==> config.mk <==
export PLATFORM = sky130hd
export DESIGN_NAME = minmem_copy_initiator
export DESIGN_NICKNAME = d
export VERILOG_FILES = /design/src/rtl/minmem_pkg.sv /design/src/rtl/minmem_fifo2.sv /design/src/rtl/minmem_copy_initiator.sv
export SDC_FILE = /design/constraint.sdc
export NUM_CORES = 1
export LEC_CHECK = 0
export ABC_AREA = 0
export BUFFER_PORTS_ARGS = -buffer_cell sky130_fd_sc_hd__buf_2
export CAP_MARGIN = 20
export CORE_MARGIN = 4
export CORE_UTILIZATION = 52
export CTS_CLUSTER_DIAMETER = 80
export DETAILED_ROUTE_END_ITERATION = 10
export PLACE_DENSITY = 0.85
export RECOVER_POWER = 100
export SKIP_LAST_GASP = 1
export SLEW_MARGIN = 20
export SYNTH_ARGS = -nofsm -noshare
export SYNTH_HDL_FRONTEND = slang
export SYNTH_SLANG_ARGS = --single-unit
==> constraint.sdc <==
create_clock -name clock -period 5.25 [get_ports clock]
set_input_delay 0.2625 -clock clock [delete_from_list [all_inputs] [get_ports clock]]
set_output_delay 0.2625 -clock clock [all_outputs]
set_load 0.02 [all_outputs]
==> src/rtl/minmem_pkg.sv <==
// Shared constants and FSM state type for the minimal-memory copy initiator.
package minmem_pkg;

  localparam int DATA_W      = 32;
  localparam int SIZE_W      = 6;
  localparam int CH_RD       = 0;
  localparam int CH_WR       = 1;
  localparam int ADDR_STRIDE = 4;

  localparam logic [SIZE_W-1:0] WORD_SIZE_BITS = 6'd32;

  typedef enum logic [1:0] {
    IDLE,
    RUN,
    DONE
  } state_t;

endpackage

==> src/rtl/minmem_fifo2.sv <==
// Small synchronous FIFO decoupling the read channel from the write channel.
module minmem_fifo2
  import minmem_pkg::*;
#(
  parameter int DEPTH = 2,
  parameter int WIDTH = DATA_W
) (
  input  logic             clock,
  input  logic             reset,
  input  logic             push,
  input  logic [WIDTH-1:0] din,
  input  logic             pop,
  output logic [WIDTH-1:0] dout,
  output logic             full,
  output logic             empty
);

  localparam int PTR_W = $clog2(DEPTH);

  logic [WIDTH-1:0] mem [DEPTH];
  logic [PTR_W-1:0] wr_ptr;
  logic [PTR_W-1:0] rd_ptr;
  logic [PTR_W:0]   count;
  logic             do_push;
  logic             do_pop;

  assign full    = (count == (PTR_W+1)'(DEPTH));
  assign empty   = (count == '0);
  assign do_push = push && !full;
  assign do_pop  = pop && !empty;
  assign dout    = mem[rd_ptr];

  always_ff @(posedge clock) begin
    if (reset) begin
      wr_ptr <= '0;
      rd_ptr <= '0;
      count  <= '0;
    end else begin
      if (do_push) wr_ptr <= wr_ptr + PTR_W'(1);
      if (do_pop)  rd_ptr <= rd_ptr + PTR_W'(1);
      case ({do_push, do_pop})
        2'b10:   count <= count + (PTR_W+1)'(1);
        2'b01:   count <= count - (PTR_W+1)'(1);
        default: count <= count;
      endcase
    end
  end

  // Payload storage needs no reset; occupancy is tracked by the pointers.
  always_ff @(posedge clock) begin
    if (do_push) mem[wr_ptr] <= din;
  end

endmodule

==> src/rtl/minmem_copy_initiator.sv <==
// Bus-master copy engine: channel 0 reads, channel 1 writes, overlapped through a small buffer.
// Define CHECKSUM_EN to add a running 32-bit sum of all written words on port checksum.
module minmem_copy_initiator
  import minmem_pkg::*;
#(
  parameter int ADDR_W    = 11,
  parameter int LEN_W     = 16,
  parameter int BUF_DEPTH = 2
) (
  input  logic                  clock,
  input  logic                  reset,
  input  logic                  start_port,
  input  logic [ADDR_W-1:0]     src_addr,
  input  logic [ADDR_W-1:0]     dst_addr,
  input  logic [LEN_W-1:0]      n_words,
  output logic                  done_port,
  output logic                  busy,
  output logic [LEN_W-1:0]      words_done,
`ifdef CHECKSUM_EN
  output logic [DATA_W-1:0]     checksum,
`endif
  output logic [1:0]            Mout_oe_ram,
  output logic [1:0]            Mout_we_ram,
  output logic [2*ADDR_W-1:0]   Mout_addr_ram,
  output logic [63:0]           Mout_Wdata_ram,
  output logic [2*SIZE_W-1:0]   Mout_data_ram_size,
  input  logic [63:0]           M_Rdata_ram,
  input  logic [1:0]            M_DataRdy
);

  state_t              state;
  state_t              state_next;
  logic [ADDR_W-1:0]   rd_addr;
  logic [ADDR_W-1:0]   wr_addr;
  logic [LEN_W-1:0]    n_reg;
  logic [LEN_W-1:0]    rd_cnt;
  logic                accept;
  logic                rd_en;
  logic                wr_en;
  logic                rd_ack;
  logic                wr_ack;
  logic                fifo_full;
  logic                fifo_empty;
  logic [DATA_W-1:0]   fifo_head;
  logic                unused_rdata_hi;

  assign unused_rdata_hi = ^M_Rdata_ram[63:DATA_W];

  always_ff @(posedge clock) begin
    if (reset) state <= IDLE;
    else       state <= state_next;
  end

  // A read is only offered while a buffer slot is free, so oe stays up until its ack.
  always_comb begin
    state_next = state;
    accept     = 1'b0;
    rd_en      = 1'b0;
    wr_en      = 1'b0;
    busy       = 1'b0;
    done_port  = 1'b0;
    case (state)
      IDLE: begin
        if (start_port) begin
          accept     = 1'b1;
          state_next = (n_words == '0) ? DONE : RUN;
        end
      end
      RUN: begin
        busy  = 1'b1;
        rd_en = (rd_cnt < n_reg) && !fifo_full;
        wr_en = !fifo_empty;
        if (wr_en && M_DataRdy[CH_WR] && (words_done == n_reg - LEN_W'(1)))
          state_next = DONE;
      end
      DONE: begin
        busy       = 1'b1;
        done_port  = 1'b1;
        state_next = IDLE;
      end
      default: state_next = IDLE;
    endcase
  end

  assign rd_ack = rd_en && M_DataRdy[CH_RD];
  assign wr_ack = wr_en && M_DataRdy[CH_WR];

  always_comb begin
    Mout_oe_ram        = '0;
    Mout_we_ram        = '0;
    Mout_oe_ram[CH_RD] = rd_en;
    Mout_we_ram[CH_WR] = wr_en;
    Mout_addr_ram      = {wr_en ? wr_addr : {ADDR_W{1'b0}},
                          rd_en ? rd_addr : {ADDR_W{1'b0}}};
    Mout_Wdata_ram     = {wr_en ? fifo_head : {DATA_W{1'b0}}, {DATA_W{1'b0}}};
    Mout_data_ram_size = {wr_en ? WORD_SIZE_BITS : {SIZE_W{1'b0}},
                          rd_en ? WORD_SIZE_BITS : {SIZE_W{1'b0}}};
  end

  always_ff @(posedge clock) begin
    if (reset) begin
      rd_addr    <= '0;
      wr_addr    <= '0;
      n_reg      <= '0;
      rd_cnt     <= '0;
      words_done <= '0;
    end else begin
      if (accept) begin
        rd_addr    <= src_addr;
        wr_addr    <= dst_addr;
        n_reg      <= n_words;
        rd_cnt     <= '0;
        words_done <= '0;
      end
      if (rd_ack) begin
        rd_addr <= rd_addr + ADDR_W'(ADDR_STRIDE);
        rd_cnt  <= rd_cnt + LEN_W'(1);
      end
      if (wr_ack) begin
        wr_addr    <= wr_addr + ADDR_W'(ADDR_STRIDE);
        words_done <= words_done + LEN_W'(1);
      end
    end
  end

`ifdef CHECKSUM_EN
  always_ff @(posedge clock) begin
    if (reset)       checksum <= '0;
    else if (accept) checksum <= '0;
    else if (wr_ack) checksum <= checksum + fifo_head;
  end
`endif

  minmem_fifo2 #(
    .DEPTH (BUF_DEPTH),
    .WIDTH (DATA_W)
  ) u_buf (
    .clock (clock),
    .reset (reset),
    .push  (rd_ack),
    .din   (M_Rdata_ram[DATA_W-1:0]),
    .pop   (wr_ack),
    .dout  (fifo_head),
    .full  (fifo_full),
    .empty (fifo_empty)
  );

endmodule

## Word-level counts from Yosys, hierarchy flattened

Memories as Yosys holds them, arrays and structs flattened. A register that Yosys moved wholly into a read port is not among the register bits.
Cells that the tools add are included.

| word-level totals | value |
|---|---|
| flip-flop bits (word level) | 76 |
| bits in writable memories | 64 |
| bits of input ports | 107 |
| logic and storage cells | 72 |
| memories | 1 |

| cells by class | value |
|---|---|
| add/sub/neg operators | 9 |
| $lt $le $gt $ge | 1 |
| equal/unequal tests | 8 |
| multiplexer cells | 27 |
| reduce and logical (&&, ||, !) cells | 17 |

Memory list:

| name | depth | bits a word | rd ports | clocked after memory_dff | write ports | line | RTL |
|---|---|---|---|---|---|---|---|
| u_buf.mem | 2 | 32 | 1 | 1 | 1 | minmem_fifo2.sv:20 | `logic [WIDTH-1:0] mem [DEPTH];` |

Operator list:

| kind | count |
|---|---|
| 11-bit two-way mux | 6 |
| 16-bit two-way mux | 3 |
| 16-bit by 1-bit adder with 16-bit output, second input constant | 2 |
| 32-bit two-way mux | 1 |
| 11-bit by 3-bit adder with 11-bit output, second input constant | 2 |
| 16-bit == test | 1 |
| 16-bit zero test | 1 |
| 16-bit < comparator | 1 |
| 16-bit by 1-bit subtractor with 16-bit output, second input constant | 1 |
| 6-bit two-way mux | 2 |
| 1-bit two-way mux | 10 |
| 2-bit one-hot mux with 2 select lines | 2 |
| 1-bit logical AND | 7 |
| 2-bit == test, second input constant | 3 |
| 2-bit two-way mux | 3 |
| 2-bit nonzero test | 3 |
| 2-bit by 1-bit == test with 1-bit output, second input constant | 2 |
| 2-bit zero test | 2 |
| 2-bit inequality test, second input constant | 2 |
| 1-bit adder, second input constant | 2 |
| 2-bit by 1-bit adder with 2-bit output, second input constant | 1 |
| 1-bit zero test | 2 |
| 2-bit AND reduction | 1 |
| 2-bit OR reduction | 1 |
| 2-bit by 1-bit subtractor with 2-bit output, second input constant | 1 |

## Depth between registers and ports, before layout

| logic depth | value |
|---|---|
| depth in word-level cells | 8 |
| mapped depth | 14 |
| depth with buffers taken out | 12 |

## Cells and area by module

Synthesis repeated with hierarchy kept, for this count alone.

| unflattened totals | value |
|---|---|
| cell total of the unflattened synthesis | 809 |
| area total of the unflattened synthesis | 7,612.3 sq um |

Modules (own cells, without submodules):

| module | times used | cells an instance | area each (sq um) | sequential area each (sq um) |
|---|---|---|---|---|
| minmem_copy_initiator | 1 | 683 | 5,087.4 | 1,441.4 |
| minmem_fifo2 | 1 | 126 | 2,524.9 | 2,021.9 |

## Least setup slack after synthesis

No wires, ideal clock.

| timing | value |
|---|---|
| path type | register -> register |
| start point | register n_reg[12] |
| end point | memory u_buf.mem[0][0] in the netlist's numbering, enable pin |
| arrival time | 3.545 ns |
| data required time | 4.829 ns |
| slack | 1.283 ns |
| cell stages (with the launch flop) | 12 |
| period minus slack after synthesis | 3.967 ns |
| cells stage by stage | dfxtp_1 clkdlybuf4s15_1 inv_1 ha_1 a21o_1 a21o_1 a2111oi_0 nand2_1 a21oi_1 inv_1 clkbuf_1 nor2_1 |

| on the way | value |
|---|---|
| longest elaborated chain between the ends | 7 |

Ends and longest elaborated chain:

| element | line | RTL |
|---|---|---|
| from (decl) | minmem_copy_initiator.sv:35 | `logic [LEN_W-1:0] n_reg;` |
| from (signal assigned) | minmem_copy_initiator.sv:111 | `n_reg <= n_words;` |
| 16-bit < comparator | minmem_copy_initiator.sv:71 | `rd_en = (rd_cnt < n_reg) && !fifo_full;` |
| 1-bit logical AND | minmem_copy_initiator.sv:71 |  |
| 1-bit two-way mux | minmem_copy_initiator.sv:62 | `case (state)` |
| 1-bit logical AND | minmem_copy_initiator.sv:85 | `assign rd_ack = rd_en && M_DataRdy[CH_RD];` |
| 1-bit logical AND | minmem_fifo2.sv:29 | `assign do_push = push && !full;` |
| 1-bit two-way mux | minmem_fifo2.sv:51 | `if (do_push) mem[wr_ptr] <= din;` |
| 1-bit two-way mux (not written as such) | minmem_fifo2.sv:51 |  |
| to (decl) | minmem_fifo2.sv:20 |  |

Every way passes these cells.

## Final worst setup path

| timing | value |
|---|---|
| start point | register n_reg[12] |
| end point | memory u_buf.mem[1][2] in the netlist's numbering, enable pin |

Same word-level chain as after synthesis.

==> flow_summary.yaml <==
setup_path:
  critPathRequiredTime_ns: 5.28
  cp.arrival_ns: 4.25
  cp-end-kind: "register"
  timing.rr.end: "u_buf.mem[1][2]$_DFFE_PP_"
  criticalPathCategory: "register to register"
  cp_max_fo: 32
  r2r_cells: 10
  worstSetupStartpointType: "register"
  r2r_slack_ns: 1.03
  r2r-start: "n_reg[12]$_SDFFE_PP0P_"
layout:
  final_area_sq_um: 8790
  fin_nets: 1097
  area_growth_syn_to_layout_pct: 14.3
  largest_reg_flops: 64
  drive_gt1_share_pct: 13.4
  largest_register: "u_buf.mem"
timing:
  relSlewSlack_pct: -23.4
  period_minus_slack_ns: 4.22
  rsz0062_at_grt: "no"
  setup-tns-final_ns: 0
  fin_crit_sh_pct: 80.4
  finalSetupViolCount: 0
  slew_violations: 108
  final.setup_skew_ns: 0.00734
  tightest_slew_ns: 1.85
  hold_viol: 0
  fin_ws_ns: 1.03
  hold_ws_ns: 0.0178
  fmax_mhz: 237
cts:
  cts_tree: "done"
  cts_buffers: 17
  ctsResizeCount: 0
  cts_sinks: 141
  post_cts_buffers: 0
  clock_path_buffers: 2
  cts_hold_buf: 3
  htreeDepth: 4
  clk_pin_slew_ns: 0.06
  insertion_delay_ns: 0.43
  cts_root_buffer: "clkbuf_16"
worst_hold_path:
  hold_depth: 1
  min-delay-path-class: "input port to register"
  min_to: "u_buf.mem[1][18]$_DFFE_PP_"
  hp-start: "M_Rdata_ram[18]"
route:
  dr.pass1.iters: 5
  drt_iter0_markers: 461
  antenna_left: 0
  wl_um: 18600
  drc: 0
  via_per_inst: 5.61
  wire_per_inst_um: 16.0
  dr_total_vias: 6529
grt:
  grt_max_degree: 84
  gr-usage-all-layers_pct: 21.8
  grt_pass1_vias: 6071
  grt_pass1_wl_um: 29300
  overflow: 0
  antenna_found_initial: 0
synth:
  netlist_area_sq_um: 7700
  yosys_warnings: 0
  synth_ff_type: "dfxtp_1"
  synthCells: 839
  ys_top_cells_by_area: "edfxtp_1, dfxtp_1, buf_4"
  synth-edff-count: 64
  ys_seq_area_share_pct: 45.0
  netlist.area_leader.share_pct: 25.0
  ys_types: 66
  ys_seq_elements: 141
  syn_area_per_cell_sq_um: 9.17
  yosysTopAreaCell: "edfxtp_1"
  async_flop_share_pct: 0
outcome:
  status: "finished with violations"
  failed_checks: "max-capacitance violations, max-slew violations"
floorplanning:
  initial_core_util_pct: 53.0
  floorplan.die.width_um: 130
  die-area_sq_um: 16800
  die_y_um: 130
  rows: 44
  top_level_ports: 227
  core_area_sq_um: 14500
place:
  gp_congestion: 0.856
  dpl-instance-area_sq_um: 8280
  io_buffers: 150
  place_ws_ns: 1.49
  dp_hpwl_um: 12800
power:
  powerDensity_nw_per_um2: 338
  vdd_ir_drop_max_mv: 0.250
  leakagePower_nw: 3.30
  p_total_mw: 2.97
flow_run:
  maxCapViolCount: 3
[layer usage]
layer	vias up	GRT usage, %	wire length [um]
li1	3153	-	-
met1	3084	27.7	7650
met2	251	35.7	9220
met3	41	5.28	1260
met4	0	9.23	489
met5	-	0	0
[placed cells by master (no fill, tap or decap), types with 41 or more instances in the layout]
cell type  netlist  layout
a21oi_1         55      55
buf_2            3      72
clkbuf_1        30      83
conb_1           1      44
dfxtp_1         77      76
edfxtp_1        64      64
nand2_1         84      84
nand3_1         41      41
nor2_1          77      76
o21ai_0         48      48
[stage by stage]
stage	cells	utilization [%]
after floorplan	882	-
after global placement	1128	57.0
after detailed placement	1128	57.0
after CTS	1163	61.4
after global routing	1163	60.5
final	1164	60.5
[power breakdown]
group	total, mW	switching, mW	leakage [nW]	internal (mW)
clock network	1.25	0.498	0.291	0.753
registers	1.27	0.0597	1.21	1.21
logic	0.452	0.294	1.81	0.159
[cell usage after synthesis, types with 3 or more instances]
cell	instances
buf_6	7
mux2i_1	35
nor4_1	10
nor3b_1	8
a21o_1	4
buf_4	48
nand2_1	84
edfxtp_1	64
o2111ai_1	3
a31oi_1	10
clkbuf_1	30
nor3_1	22
ha_1	24
nand4_1	15
nor2_1	77
or2_2	7
inv_1	25
buf_2	3
a311o_1	3
a21oi_1	55
buf_1	5
nand3_1	41
xor2_1	7
and2_1	26
and3_1	21
clkbuf_8	3
a221oi_1	5
and4_1	3
dfxtp_1	77
a2111oi_0	3
xnor2_1	17
nor2b_1	8
o21ai_0	48
[area by class of cell]
| cell class | count | area [sq um] |
|---|---|---|
| antenna | 1 | 2.50 |
| clock buffer | 17 | 425 |
| clock inverter | 15 | 184 |
| fill | 1259 | 5740 |
| inverter | 25 | 93.8 |
| multi-input combinational | 619 | 3660 |
| sequential | 141 | 3460 |
| tap | 184 | 230 |
| timing repair buffer | 162 | 729 |
[kinds of logic (layout without fill, tap and decap cells)]
kind of cell / count (synthesis) / in the layout / synth area share (%)
AOI/OAI and AO/OA: 150 / 150 / 11.8
xor gates and xnor gates: 24 / 24 / 2.73
adders and majority gates: 24 / 24 / 3.90
buffers and inverters: 122 / 219 / 9.49
DFF: 141 / 141 / 45.0
muxes: 37 / 37 / 4.84
other: 1 / 45 / 0.0487
and+or+nand+nor: 340 / 340 / 22.2
[worst max-delay path by stage]
stage / slack (ns) / start / to
final: 1.03 / n_reg[12]$_SDFFE_PP0P_ / u_buf.mem[1][2]$_DFFE_PP_
after global routing: 0.58 / n_reg[13]$_SDFFE_PP0P_ / u_buf.mem[1][9]$_DFFE_PP_
after CTS: 1.48 / n_reg[12]$_SDFFE_PP0P_ / u_buf.count[1]$_SDFFE_PP0P_
after detailed placement: 1.49 / n_reg[13]$_SDFFE_PP0P_ / u_buf.count[1]$_SDFFE_PP0P_
after global placement: 1.64 / n_reg[13]$_SDFFE_PP0P_ / u_buf.count[1]$_SDFFE_PP0P_
after floorplan: 1.28 / n_reg[12]$_SDFFE_PP0P_ / u_buf.mem[0][0]$_DFFE_PP_
[critical path, stage by stage (launching register included)]
cell and delay, ns:
dfxtp_1 0.48, inv_1 0.09, ha_1 0.22, a21o_1 0.20, a21o_1 0.18, a2111oi_0 0.53, nand2_1 0.15, a21oi_1 0.14
buf_4 0.31, and2_1 0.17, clkbuf_1 1.33
(Power assumes the default switching activity.)
